`config.mk`:
```
export PLATFORM = sky130hd
export DESIGN_NAME = lsc_i2cs_16
export DESIGN_NICKNAME = d
export VERILOG_FILES = /design/src/rtl/lsc_i2c_defs.sv /design/src/rtl/lsc_i2c_sync.sv /design/src/rtl/lsc_i2cs_16.sv
export SDC_FILE = /design/constraint.sdc
export NUM_CORES = 1
export LEC_CHECK = 0
export ABC_AREA = 0
export BUFFER_PORTS_ARGS = -buffer_cell sky130_fd_sc_hd__buf_2
export CAP_MARGIN = 20
export CORE_MARGIN = 2
export CORE_UTILIZATION = 40
export CTS_CLUSTER_SIZE = 20
export DETAILED_ROUTE_END_ITERATION = 6
export HOLD_SLACK_MARGIN = 0.08
export PLACE_DENSITY = 0.61
export SETUP_SLACK_MARGIN = 0.2
export SYNTH_ARGS = -nofsm -noshare
export SYNTH_HDL_FRONTEND = slang
export SYNTH_SLANG_ARGS = --single-unit
```
`constraint.sdc`:
```
create_clock -name clk -period 1.9 [get_ports clk]
set_input_delay 0.19 -clock clk [delete_from_list [all_inputs] [get_ports clk]]
set_output_delay 0.19 -clock clk [all_outputs]
set_load 0.005 [all_outputs]
```
`src/rtl/lsc_i2c_defs.sv`:
```
// Shared definitions for the 16-bit-offset I2C target and its initiator bench:
// FSM encodings, bus widths and the ACK/NACK line levels.
package lsc_i2c_defs;

   localparam int unsigned ADDR_W    = 16;
   localparam int unsigned DATA_W    = 8;
   localparam int unsigned BIT_CNT_W = 3;

   localparam logic ACK  = 1'b0;
   localparam logic NACK = 1'b1;

   typedef enum logic [3:0] {
      ST_IDLE   = 4'd0,
      ST_DEV    = 4'd1,
      ST_DACK   = 4'd2,
      ST_AHI    = 4'd3,
      ST_AKH    = 4'd4,
      ST_ALO    = 4'd5,
      ST_AKL    = 4'd6,
      ST_WR     = 4'd7,
      ST_WACK   = 4'd8,
      ST_RD     = 4'd9,
      ST_MACK   = 4'd10,
      ST_IGNORE = 4'd11
   } i2cs_state_e;

   // Register offset increment; wraps 16'hFFFF -> 0.
   function automatic logic [ADDR_W-1:0] addr_inc(input logic [ADDR_W-1:0] a);
      return a + ADDR_W'(1);
   endfunction

endpackage

```
`src/rtl/lsc_i2c_sync.sv`:
```
// Two-flop synchronizer for an asynchronous pad input with registered
// level and single-cycle rise/fall pulses (3 clk pad-to-pulse).
module lsc_i2c_sync (
   input  logic clk,
   input  logic resetn,
   input  logic d,
   output logic lvl,
   output logic rise,
   output logic fall
);

   logic meta;
   logic lvl_q;

   always_ff @(posedge clk or negedge resetn) begin
      if (!resetn) begin
         meta  <= 1'b1;
         lvl   <= 1'b1;
         lvl_q <= 1'b1;
         rise  <= 1'b0;
         fall  <= 1'b0;
      end else begin
         meta  <= d;
         lvl   <= meta;
         lvl_q <= lvl;
         rise  <= lvl & ~lvl_q;
         fall  <= ~lvl & lvl_q;
      end
   end

endmodule

```
`src/rtl/lsc_i2cs_16.sv`:
```
// I2C target with 16-bit register offset and 8-bit data, bridging bus
// transactions onto a single-cycle register-file strobe interface.
module lsc_i2cs_16
   import lsc_i2c_defs::*;
#(
   parameter logic [6:0] DEV_ADDR = 7'h24
) (
   input  logic              clk,
   input  logic              resetn,
   input  logic              enable,
   input  logic              scl_in,
   input  logic              sda_in,
   output logic              sda_out,
   output logic [ADDR_W-1:0] reg_addr,
   output logic [DATA_W-1:0] reg_wdata,
   output logic              reg_wr,
   output logic              reg_rd,
   input  logic [DATA_W-1:0] reg_rdata,
   output logic              busy
);

   logic scl_lvl, scl_rise, scl_fall;
   logic sda_lvl, sda_rise, sda_fall;

   lsc_i2c_sync u_scl_sync (
      .clk    (clk),
      .resetn (resetn),
      .d      (scl_in),
      .lvl    (scl_lvl),
      .rise   (scl_rise),
      .fall   (scl_fall)
   );

   lsc_i2c_sync u_sda_sync (
      .clk    (clk),
      .resetn (resetn),
      .d      (sda_in),
      .lvl    (sda_lvl),
      .rise   (sda_rise),
      .fall   (sda_fall)
   );

   logic start_det, stop_det;
   assign start_det = sda_fall & scl_lvl;
   assign stop_det  = sda_rise & scl_lvl;

   i2cs_state_e          state, state_nxt;
   logic [BIT_CNT_W-1:0] bit_cnt, bit_cnt_nxt;
   logic [DATA_W-1:0]    shreg, shreg_nxt;
   logic [DATA_W-1:0]    shift_in;
   logic                 ack_on, ack_on_nxt;
   logic                 rd_ld, rd_ld_nxt;
   logic                 sda_out_nxt;
   logic [ADDR_W-1:0]    addr_nxt;
   logic [DATA_W-1:0]    wdata_nxt;
   logic                 wr_nxt, rd_nxt, busy_nxt;
   logic                 last_bit;

   assign shift_in = {shreg[DATA_W-2:0], sda_lvl};
   assign last_bit = (bit_cnt == BIT_CNT_W'(DATA_W - 1));

   // State and datapath registers.
   always_ff @(posedge clk or negedge resetn) begin
      if (!resetn) begin
         state     <= ST_IDLE;
         bit_cnt   <= '0;
         shreg     <= '0;
         ack_on    <= 1'b0;
         rd_ld     <= 1'b0;
         sda_out   <= 1'b1;
         reg_addr  <= '0;
         reg_wdata <= '0;
         reg_wr    <= 1'b0;
         reg_rd    <= 1'b0;
         busy      <= 1'b0;
      end else begin
         state     <= state_nxt;
         bit_cnt   <= bit_cnt_nxt;
         shreg     <= shreg_nxt;
         ack_on    <= ack_on_nxt;
         rd_ld     <= rd_ld_nxt;
         sda_out   <= sda_out_nxt;
         reg_addr  <= addr_nxt;
         reg_wdata <= wdata_nxt;
         reg_wr    <= wr_nxt;
         reg_rd    <= rd_nxt;
         busy      <= busy_nxt;
      end
   end

   // Next-state and output logic. ack_on marks the second half of an ACK slot
   // (target driving) or, in MACK, that the master acknowledged.
   always_comb begin
      state_nxt   = state;
      bit_cnt_nxt = bit_cnt;
      shreg_nxt   = shreg;
      ack_on_nxt  = ack_on;
      rd_ld_nxt   = reg_rd;
      sda_out_nxt = sda_out;
      addr_nxt    = reg_addr;
      wdata_nxt   = reg_wdata;
      wr_nxt      = 1'b0;
      rd_nxt      = 1'b0;
      busy_nxt    = busy;

      if (reg_wr) begin
         addr_nxt = addr_inc(reg_addr);
      end

      if (!enable) begin
         state_nxt   = ST_IDLE;
         sda_out_nxt = 1'b1;
         ack_on_nxt  = 1'b0;
         rd_ld_nxt   = 1'b0;
         busy_nxt    = 1'b0;
      end else if (stop_det) begin
         state_nxt   = ST_IDLE;
         sda_out_nxt = 1'b1;
         ack_on_nxt  = 1'b0;
         rd_ld_nxt   = 1'b0;
         busy_nxt    = 1'b0;
      end else if (start_det) begin
         state_nxt   = ST_DEV;
         bit_cnt_nxt = '0;
         sda_out_nxt = 1'b1;
         ack_on_nxt  = 1'b0;
         rd_ld_nxt   = 1'b0;
      end else begin
         case (state)
            ST_DEV: begin
               if (scl_rise) begin
                  shreg_nxt   = shift_in;
                  bit_cnt_nxt = bit_cnt + BIT_CNT_W'(1);
                  if (last_bit) begin
                     if (shift_in[DATA_W-1:1] == DEV_ADDR) begin
                        state_nxt = ST_DACK;
                        busy_nxt  = 1'b1;
                     end else begin
                        state_nxt = ST_IGNORE;
                        busy_nxt  = 1'b0;
                     end
                  end
               end
            end

            ST_AHI, ST_ALO, ST_WR: begin
               if (scl_rise) begin
                  shreg_nxt   = shift_in;
                  bit_cnt_nxt = bit_cnt + BIT_CNT_W'(1);
                  if (last_bit) begin
                     case (state)
                        ST_AHI: begin
                           state_nxt                 = ST_AKH;
                           addr_nxt[ADDR_W-1:DATA_W] = shift_in;
                        end
                        ST_ALO: begin
                           state_nxt            = ST_AKL;
                           addr_nxt[DATA_W-1:0] = shift_in;
                        end
                        default: begin
                           state_nxt = ST_WACK;
                           wdata_nxt = shift_in;
                           wr_nxt    = 1'b1;
                        end
                     endcase
                  end
               end
            end

            // First SCL fall drives the ACK, the next one ends the slot.
            ST_DACK, ST_AKH, ST_AKL, ST_WACK: begin
               if (scl_fall) begin
                  if (!ack_on) begin
                     sda_out_nxt = ACK;
                     ack_on_nxt  = 1'b1;
                  end else begin
                     sda_out_nxt = 1'b1;
                     ack_on_nxt  = 1'b0;
                     bit_cnt_nxt = '0;
                     case (state)
                        ST_DACK: begin
                           if (shreg[0]) begin
                              state_nxt = ST_RD;
                              rd_nxt    = 1'b1;
                           end else begin
                              state_nxt = ST_AHI;
                           end
                        end
                        ST_AKH:  state_nxt = ST_ALO;
                        default: state_nxt = ST_WR;
                     endcase
                  end
               end
            end

            // rd_ld follows reg_rd by one cycle, when reg_rdata is valid.
            ST_RD: begin
               if (rd_ld) begin
                  shreg_nxt   = reg_rdata;
                  sda_out_nxt = reg_rdata[DATA_W-1];
               end else if (scl_fall) begin
                  if (last_bit) begin
                     state_nxt   = ST_MACK;
                     sda_out_nxt = 1'b1;
                     bit_cnt_nxt = '0;
                  end else begin
                     shreg_nxt   = {shreg[DATA_W-2:0], 1'b1};
                     sda_out_nxt = shreg[DATA_W-2];
                     bit_cnt_nxt = bit_cnt + BIT_CNT_W'(1);
                  end
               end
            end

            ST_MACK: begin
               if (scl_rise && !ack_on) begin
                  addr_nxt = addr_inc(reg_addr);
                  if (sda_lvl == ACK) begin
                     ack_on_nxt = 1'b1;
                  end else begin
                     state_nxt = ST_IGNORE;
                  end
               end else if (scl_fall && ack_on) begin
                  ack_on_nxt  = 1'b0;
                  rd_nxt      = 1'b1;
                  bit_cnt_nxt = '0;
                  state_nxt   = ST_RD;
               end
            end

            ST_IDLE, ST_IGNORE: begin
               sda_out_nxt = 1'b1;
            end

            default: begin
               state_nxt   = ST_IDLE;
               sda_out_nxt = 1'b1;
            end
         endcase
      end
   end

endmodule

```
==> Yosys cells after proc, flatten, opt, wreduce, memory -nomap -nowiden <==
Cells that the tools add are included.
{ "totals": {"word_cells": 188, "mem_bits_rw": 0, "output_inout_bits": 28, "register_bits": 54, "latchBits": 0, "memories": 0, "rom_bits": 0, "inputBits": 13} }
{ "classes": {"n_mul": 0, "n_mux": 90, "n_div": 0, "n_lt_le_gt_ge": 0, "n_addsub": 2, "shift": 0, "eq_ne": 43, "n_bitwise": 13, "reduce_logical": 19} }
{ "op_table": {"columns": ["op", "n"], "rows": [
  ["two-way mux 16 bit", 7],
  ["two-way mux 4 bit", 17],
  ["two-way mux 1 bit", 42],
  ["case mux 16 bit (2 select lines)", 1],
  ["two-way mux 7 bit", 4],
  ["two-way mux 3 bit", 9],
  ["inequality test 5 bit, second input constant", 5],
  ["case mux 4 bit (6 select lines)", 1],
  ["inequality test 5 x 4 -> 1 bit, second input constant", 4],
  ["adder 16 x 1 -> 16 bit, second input constant", 1],
  ["equality test 4 x 3 -> 1 bit, second input constant", 4],
  ["equality test 4 bit, second input constant", 4],
  ["two-way mux 8 bit", 2],
  ["case mux 4 bit (2 select lines)", 2],
  ["inequality test 3 bit, second input constant", 5],
  ["case mux 7 bit (2 select lines)", 1],
  ["AND reduction 7 bit", 2],
  ["inequality test 3 x 1 -> 1 bit, second input constant", 4],
  ["inequality test 3 x 2 -> 1 bit, second input constant", 4],
  ["inequality test 6 x 5 -> 1 bit, second input constant", 2],
  ["inequality test 6 bit, second input constant", 2],
  ["case mux 3 bit (4 select lines)", 1],
  ["AND reduction 12 bit", 1],
  ["AND reduction 10 bit", 1],
  ["24 further kinds", 41]
]} }

==> Longest topological paths before layout <==
{ "logic_depth": {"ltp_word": 9, "ltp_mapped": 9, "ltp_nobuf": 7} }

==> Cells and area by module <==
From an unflattened synthesis, not the netlist that was laid out.
{ "unflattened": {"cells_unflattened": 362, "area_unflattened_um2": 3449.6} }
{ "by_module_without_submodules": {"columns": ["mod", "instances", "seq_area_each_um2", "area_per_inst_um2", "cells_per_inst"], "rows": [
  ["lsc_i2cs_16", 1, 1102.3, 3161.8, 348],
  ["lsc_i2c_sync", 2, 128.9, 143.9, 7]
]} }

==> Worst setup path after synthesis <==
Ideal clock, no wire load.
{ "synth_timing": {"kind": "reg2reg", "startpoint": "reg bit_cnt[0]", "endpoint": "reg reg_addr[11]", "path_stages_with_launch": 9, "period_less_slack_ps": 1991, "required_ps": 1784, "arrival_time_ps": 1875, "slack_ps": -91, "n_path_buf": 1, "setup_time_ps": 116, "cell_sequence": "dfrtp_1 > ha_1 > ha_1 > clkbuf_1 > and4b_1 > o211a_1 > nand2_1 > o21ai_0 > o311ai_0"} }
{ "synth_via": {"elab_chain_len": 7} }
{ "synth_lines": {"columns": ["element", "line_no", "source"], "rows": [
  ["from (decl)", "lsc_i2cs_16.sv:48", "logic [BIT_CNT_W-1:0] bit_cnt, bit_cnt_nxt;"],
  ["from (signal assigned)", "lsc_i2cs_16.sv:78", "bit_cnt <= bit_cnt_nxt;"],
  ["equality test 3 bit", "lsc_i2cs_16.sv:60", "assign last_bit = (bit_cnt == BIT_CNT_W'(DATA_W - 1));"],
  ["two-way mux 16 bit", "lsc_i2cs_16.sv:150", "if (last_bit) begin"],
  ["two-way mux 16 bit", "lsc_i2cs_16.sv:147", "if (scl_rise) begin"],
  ["case mux 16 bit (2 select lines)", "lsc_i2cs_16.sv:129", "case (state)"],
  ["two-way mux 16 bit", "lsc_i2cs_16.sv:122", "end else if (start_det) begin"],
  ["two-way mux 16 bit", "lsc_i2cs_16.sv:116", "end else if (stop_det) begin"],
  ["two-way mux 16 bit", "lsc_i2cs_16.sv:110", "if (!enable) begin"],
  ["named net addr_nxt[11]", "lsc_i2cs_16.sv:54", "logic [ADDR_W-1:0] addr_nxt;"],
  ["to (signal assigned)", "lsc_i2cs_16.sv:83", "reg_addr <= addr_nxt;"],
  ["to (decl)", "lsc_i2cs_16.sv:14", "output logic [ADDR_W-1:0] reg_addr,"]
]} }
The timed path passes the listed nets, and every way through them passes these cells.
A chain may end at the register's enable or synchronous reset.

==> Worst setup path in the final report <==
{ "layout_timing": {"startpoint": "reg state[0]", "endpoint": "reg state[2]"} }
{ "layout_via": {"elab_chain_len": 8, "elab_cells_between_ends": 38, "classes_between": "eq/ne: 23; mux: 10; reduce/logical: 5"} }
{ "layout_lines": {"columns": ["element", "line_no", "source"], "rows": [
  ["from (decl)", "lsc_i2cs_16.sv:47", "i2cs_state_e state, state_nxt;"],
  ["from (signal assigned)", "lsc_i2cs_16.sv:77", "state <= state_nxt;"],
  ["equality test 4 x 3 -> 1 bit, or another cell as far along", "lsc_i2cs_16.sv:129, lsc_i2cs_16.sv:180", null],
  ["case mux 4 bit (2 select lines), on equally long branches", "lsc_i2cs_16.sv:180, lsc_i2cs_16.sv:151", null],
  ["two-way mux 4 bit, on equally long branches", "lsc_i2cs_16.sv:173, lsc_i2cs_16.sv:150", null],
  ["two-way mux 4 bit, on equally long branches", "lsc_i2cs_16.sv:172, lsc_i2cs_16.sv:147", null],
  ["case mux 4 bit (6 select lines)", "lsc_i2cs_16.sv:129", null],
  ["two-way mux 4 bit", "lsc_i2cs_16.sv:122", null],
  ["two-way mux 4 bit", "lsc_i2cs_16.sv:116", null],
  ["two-way mux 4 bit", "lsc_i2cs_16.sv:110", null]
]} }
Several ways; a longest one is shown, not always the timed one. The select of a mux whose other input is x is not followed.

==> flow_summary.json <==
{
  "run_status": "finished with violations",
  "violations": "setup timing",
  "rr_worst_depth": 7,
  "maxCapViolations": 0,
  "worstMarginPinSlew_ns": 0.577,
  "pwr_density_cell_nw_per_um2": 507,
  "synth-seq-cells": 54,
  "numPortBuffers": 40,
  "ys_top_cells_by_area": "dfrtp_1 35%, mux2_2 6.7%, dfstp_2 5.5%, nand2_1 4.6%, o21ai_0 3.3%",
  "ff2ff_setup_slack_ns": -0.04,
  "synth_ff_type": "dfrtp_1",
  "area_growth_pct": 42.6,
  "avgSynthCellArea_um2": 9.26,
  "cts-htree-levels": 2,
  "critPathCaptureType": "flop",
  "setup_viol": 5,
  "whs_path_depth": 3,
  "period_minus_slack_ns": 1.94,
  "crit_path_start_kind": "flop",
  "synth_edf_count": 0,
  "hpwl_mm": 7.17,
  "via_per_inst": 5.83,
  "fin_ws_ns": -0.0399,
  "syn_nets": 377,
  "swShare": 0.271,
  "reg2reg_from": "state[0]",
  "grt_pass1_vias": 3292,
  "peakVddDrop_mv": 0.352,
  "p_int_mw": 1.76,
  "finalHoldViolCount": 0,
  "crit_type": "flop to flop",
  "synth_cells": 361,
  "cts_made_buffers": 5,
  "min_path_type": "input port to flop",
  "core_um2": 8180,
  "via_count": 3336,
  "path_max_fanout": 22,
  "seq_power_share": 0.504,
  "pre_cts_slack_ns": -0.121,
  "grt.total_usage": 0.236,
  "yosysMostFrequentCell": "dfrtp_1",
  "grt_pass1_wl_mm": 16.6,
  "diodes": 0,
  "cts_root_buf": "clkbuf_8",
  "wirelength_mm": 10.6,
  "antenna_found_initial": 0,
  "cp_data_required_time_ns": 2.12,
  "ys_async_sr_fraction": 1.00,
  "die_h_um": 95.4,
  "met3_usage": 0.0348,
  "rsz0062_at_grt": "yes",
  "met1_usage": 0.328,
  "firstDrtPassIters": 5,
  "drtIter0Drc": 188,
  "wl_per_cell_um": 18.4,
  "rows": 33,
  "grt_max_degree": 33,
  "synth_top_area_share": 0.352,
  "cp-startpoint": "state[0]",
  "cts_sinks": 54,
  "ant_nets": 0,
  "p_switching_mw": 0.655,
  "pwr-share-comb": 0.151,
  "p_leak_nw": 2.07,
  "grt_most_used_layer": "met2",
  "start_util": 0.409,
  "synth_cell_types": 67,
  "pwr-share-clk": 0.345,
  "io_pins": 41,
  "layout-drive-gt1-share": 0.478,
  "insertion_delay_ns": 0.32,
  "syn-cell-area_um2": 3340,
  "drv_slew": 0,
  "drc": 0,
  "die_x_um": 95.4,
  "place_inst": 536,
  "post-route-period-util": 1.02,
  "place_congestion": 0.861,
  "yosysSeqAreaShare": 0.407,
  "synth_top_area_cell": "dfrtp_1",
  "finClkSkew_ns": 0.0161,
  "grt_use_met2": 0.386,
  "clkTransAtPathRegs_ns": 0.12,
  "grt_overflow": 0,
  "tritoncts": "built",
  "max_freq_ghz": 0.515,
  "nets": 482,
  "dieArea_um2": 9100,
  "arrival_ns": 2.16,
  "fillCellCount": 731,
  "clk_path_buf_depth": 2,
  "fin_cells": 572,
  "hp-start": "reg_rdata[0]",
  "ys.warnings.count": 0,
  "slew_headroom": 0.612,
  "synthTopCellsByCount": "47 x dfrtp_1, 41 x nand2_1, 22 x o21ai_0"
}
==> registers in the layout, indices dropped and copies added (netlist names), 3 cells and up <==
| signal | flops |
|---|---|
| state | 4 |
| reg_wdata | 8 |
| bit_cnt | 3 |
| shreg | 7 |
| reg_addr | 16 |
==> layout by cell type, fill, tap and decap left out, types with 9 or more instances in the layout <==
cell type | Yosys | layout
mux2_2 | 20 | 10
buf_4 | 0 | 60
dfrtp_1 | 47 | 37
mux2_4 | 0 | 10
buf_6 | 1 | 11
nor2b_1 | 11 | 10
o21ai_1 | 1 | 9
nand3_1 | 13 | 9
dfrtp_2 | 0 | 10
nor2_1 | 21 | 16
buf_2 | 4 | 40
o21ai_0 | 22 | 13
nand2_1 | 41 | 36
==> worst paths after layout <==
path	endpoint
max in group asynchronous	state[3]
min in group asynchronous	bit_cnt[2]
hold reg to reg	u_scl_sync.lvl
setup / recovery	state[2]
hold / removal	shreg[0]
setup reg to reg	state[2]
==> layout make-up <==
| class | count | area (um^2) | share of cell area |
|---|---|---|---|
| multi-input combinational | 280 | 2240 | 0.469 |
| sequential | 54 | 1370 | 0.288 |
| timing repair buffer | 118 | 885 | 0.186 |
| tap | 105 | 131 | 0.0276 |
| clock buffer | 5 | 68.8 | 0.0144 |
| clock inverter | 3 | 47.5 | 0.00997 |
| inverter | 7 | 26.3 | 0.00551 |
==> layer usage <==
metal	vias to the layer above	part of all wire
met5	-	0
met4	0	0.014
met3	17	0.048
met2	107	0.48
met1	1660	0.46
li1	1552	-
==> logic make-up (layout without fill, tap and decap cells) <==
| family | after synthesis | count (layout) | synth area share |
|---|---|---|---|
| simple gates | 148 | 149 | 0.242 |
| compound gates | 88 | 88 | 0.181 |
| flops | 54 | 54 | 0.407 |
| buf+inv | 28 | 133 | 0.0352 |
| mux | 24 | 24 | 0.0793 |
| xor+xnor | 16 | 16 | 0.0442 |
| fa+ha+maj | 3 | 3 | 0.0112 |
==> stage by stage <==
| stage | area, um^2 | TNS (ns) | hold WS [ns] | power [mW] | utilization |
|---|---|---|---|---|---|
| final | 4770 | -0.123 | 0.161 | 2.42 | 0.583 |
| after global routing | 4770 | -0.583 | 0.182 | 2.52 | 0.583 |
| after CTS | 4620 | 0 | 0.162 | 2.40 | 0.565 |
| after detailed placement | 4110 | -0.293 | 0.217 | 1.55 | 0.502 |
| after global placement | 4110 | -0.243 | 0.215 | 1.54 | 0.502 |
| after floorplan | 3460 | -0.00185 | -0.106 | 1.40 | - |
==> worst max-delay path, cell delays in order, from the launching register on <==
cell and delay (ns):
dfrtp_2 0.47, buf_12 0.17, or4_4 0.51, nand4_1 0.18, buf_4 0.18, buf_6 0.10
nor2_2 0.03, o211a_1 0.20
==> power by group through the flow <==
| stage | logic (mW) | registers (mW) | clock network (mW) |
|---|---|---|---|
| 2_1_floorplan | 0.160 | 1.24 | 0 |
| 3_3_place_gp | 0.306 | 1.24 | 0 |
| 3_5_place_dp | 0.312 | 1.24 | 0 |
| 4_1_cts | 0.341 | 1.22 | 0.844 |
| 5_1_grt | 0.396 | 1.22 | 0.897 |
| 6_report | 0.366 | 1.22 | 0.834 |
==> what timing repair did <==
item | CTS | global route
gates cloned | 1 | 0
resized for setup | 53 | 25
endpoints found under the hold margin | 49 | 0
hold buffers | 3 | 0
setup endpoints to repair | 37 | 37
buffers inserted | 21 | 3
pin swaps | 18 | 15
Power figures use the tool's default switching activity.
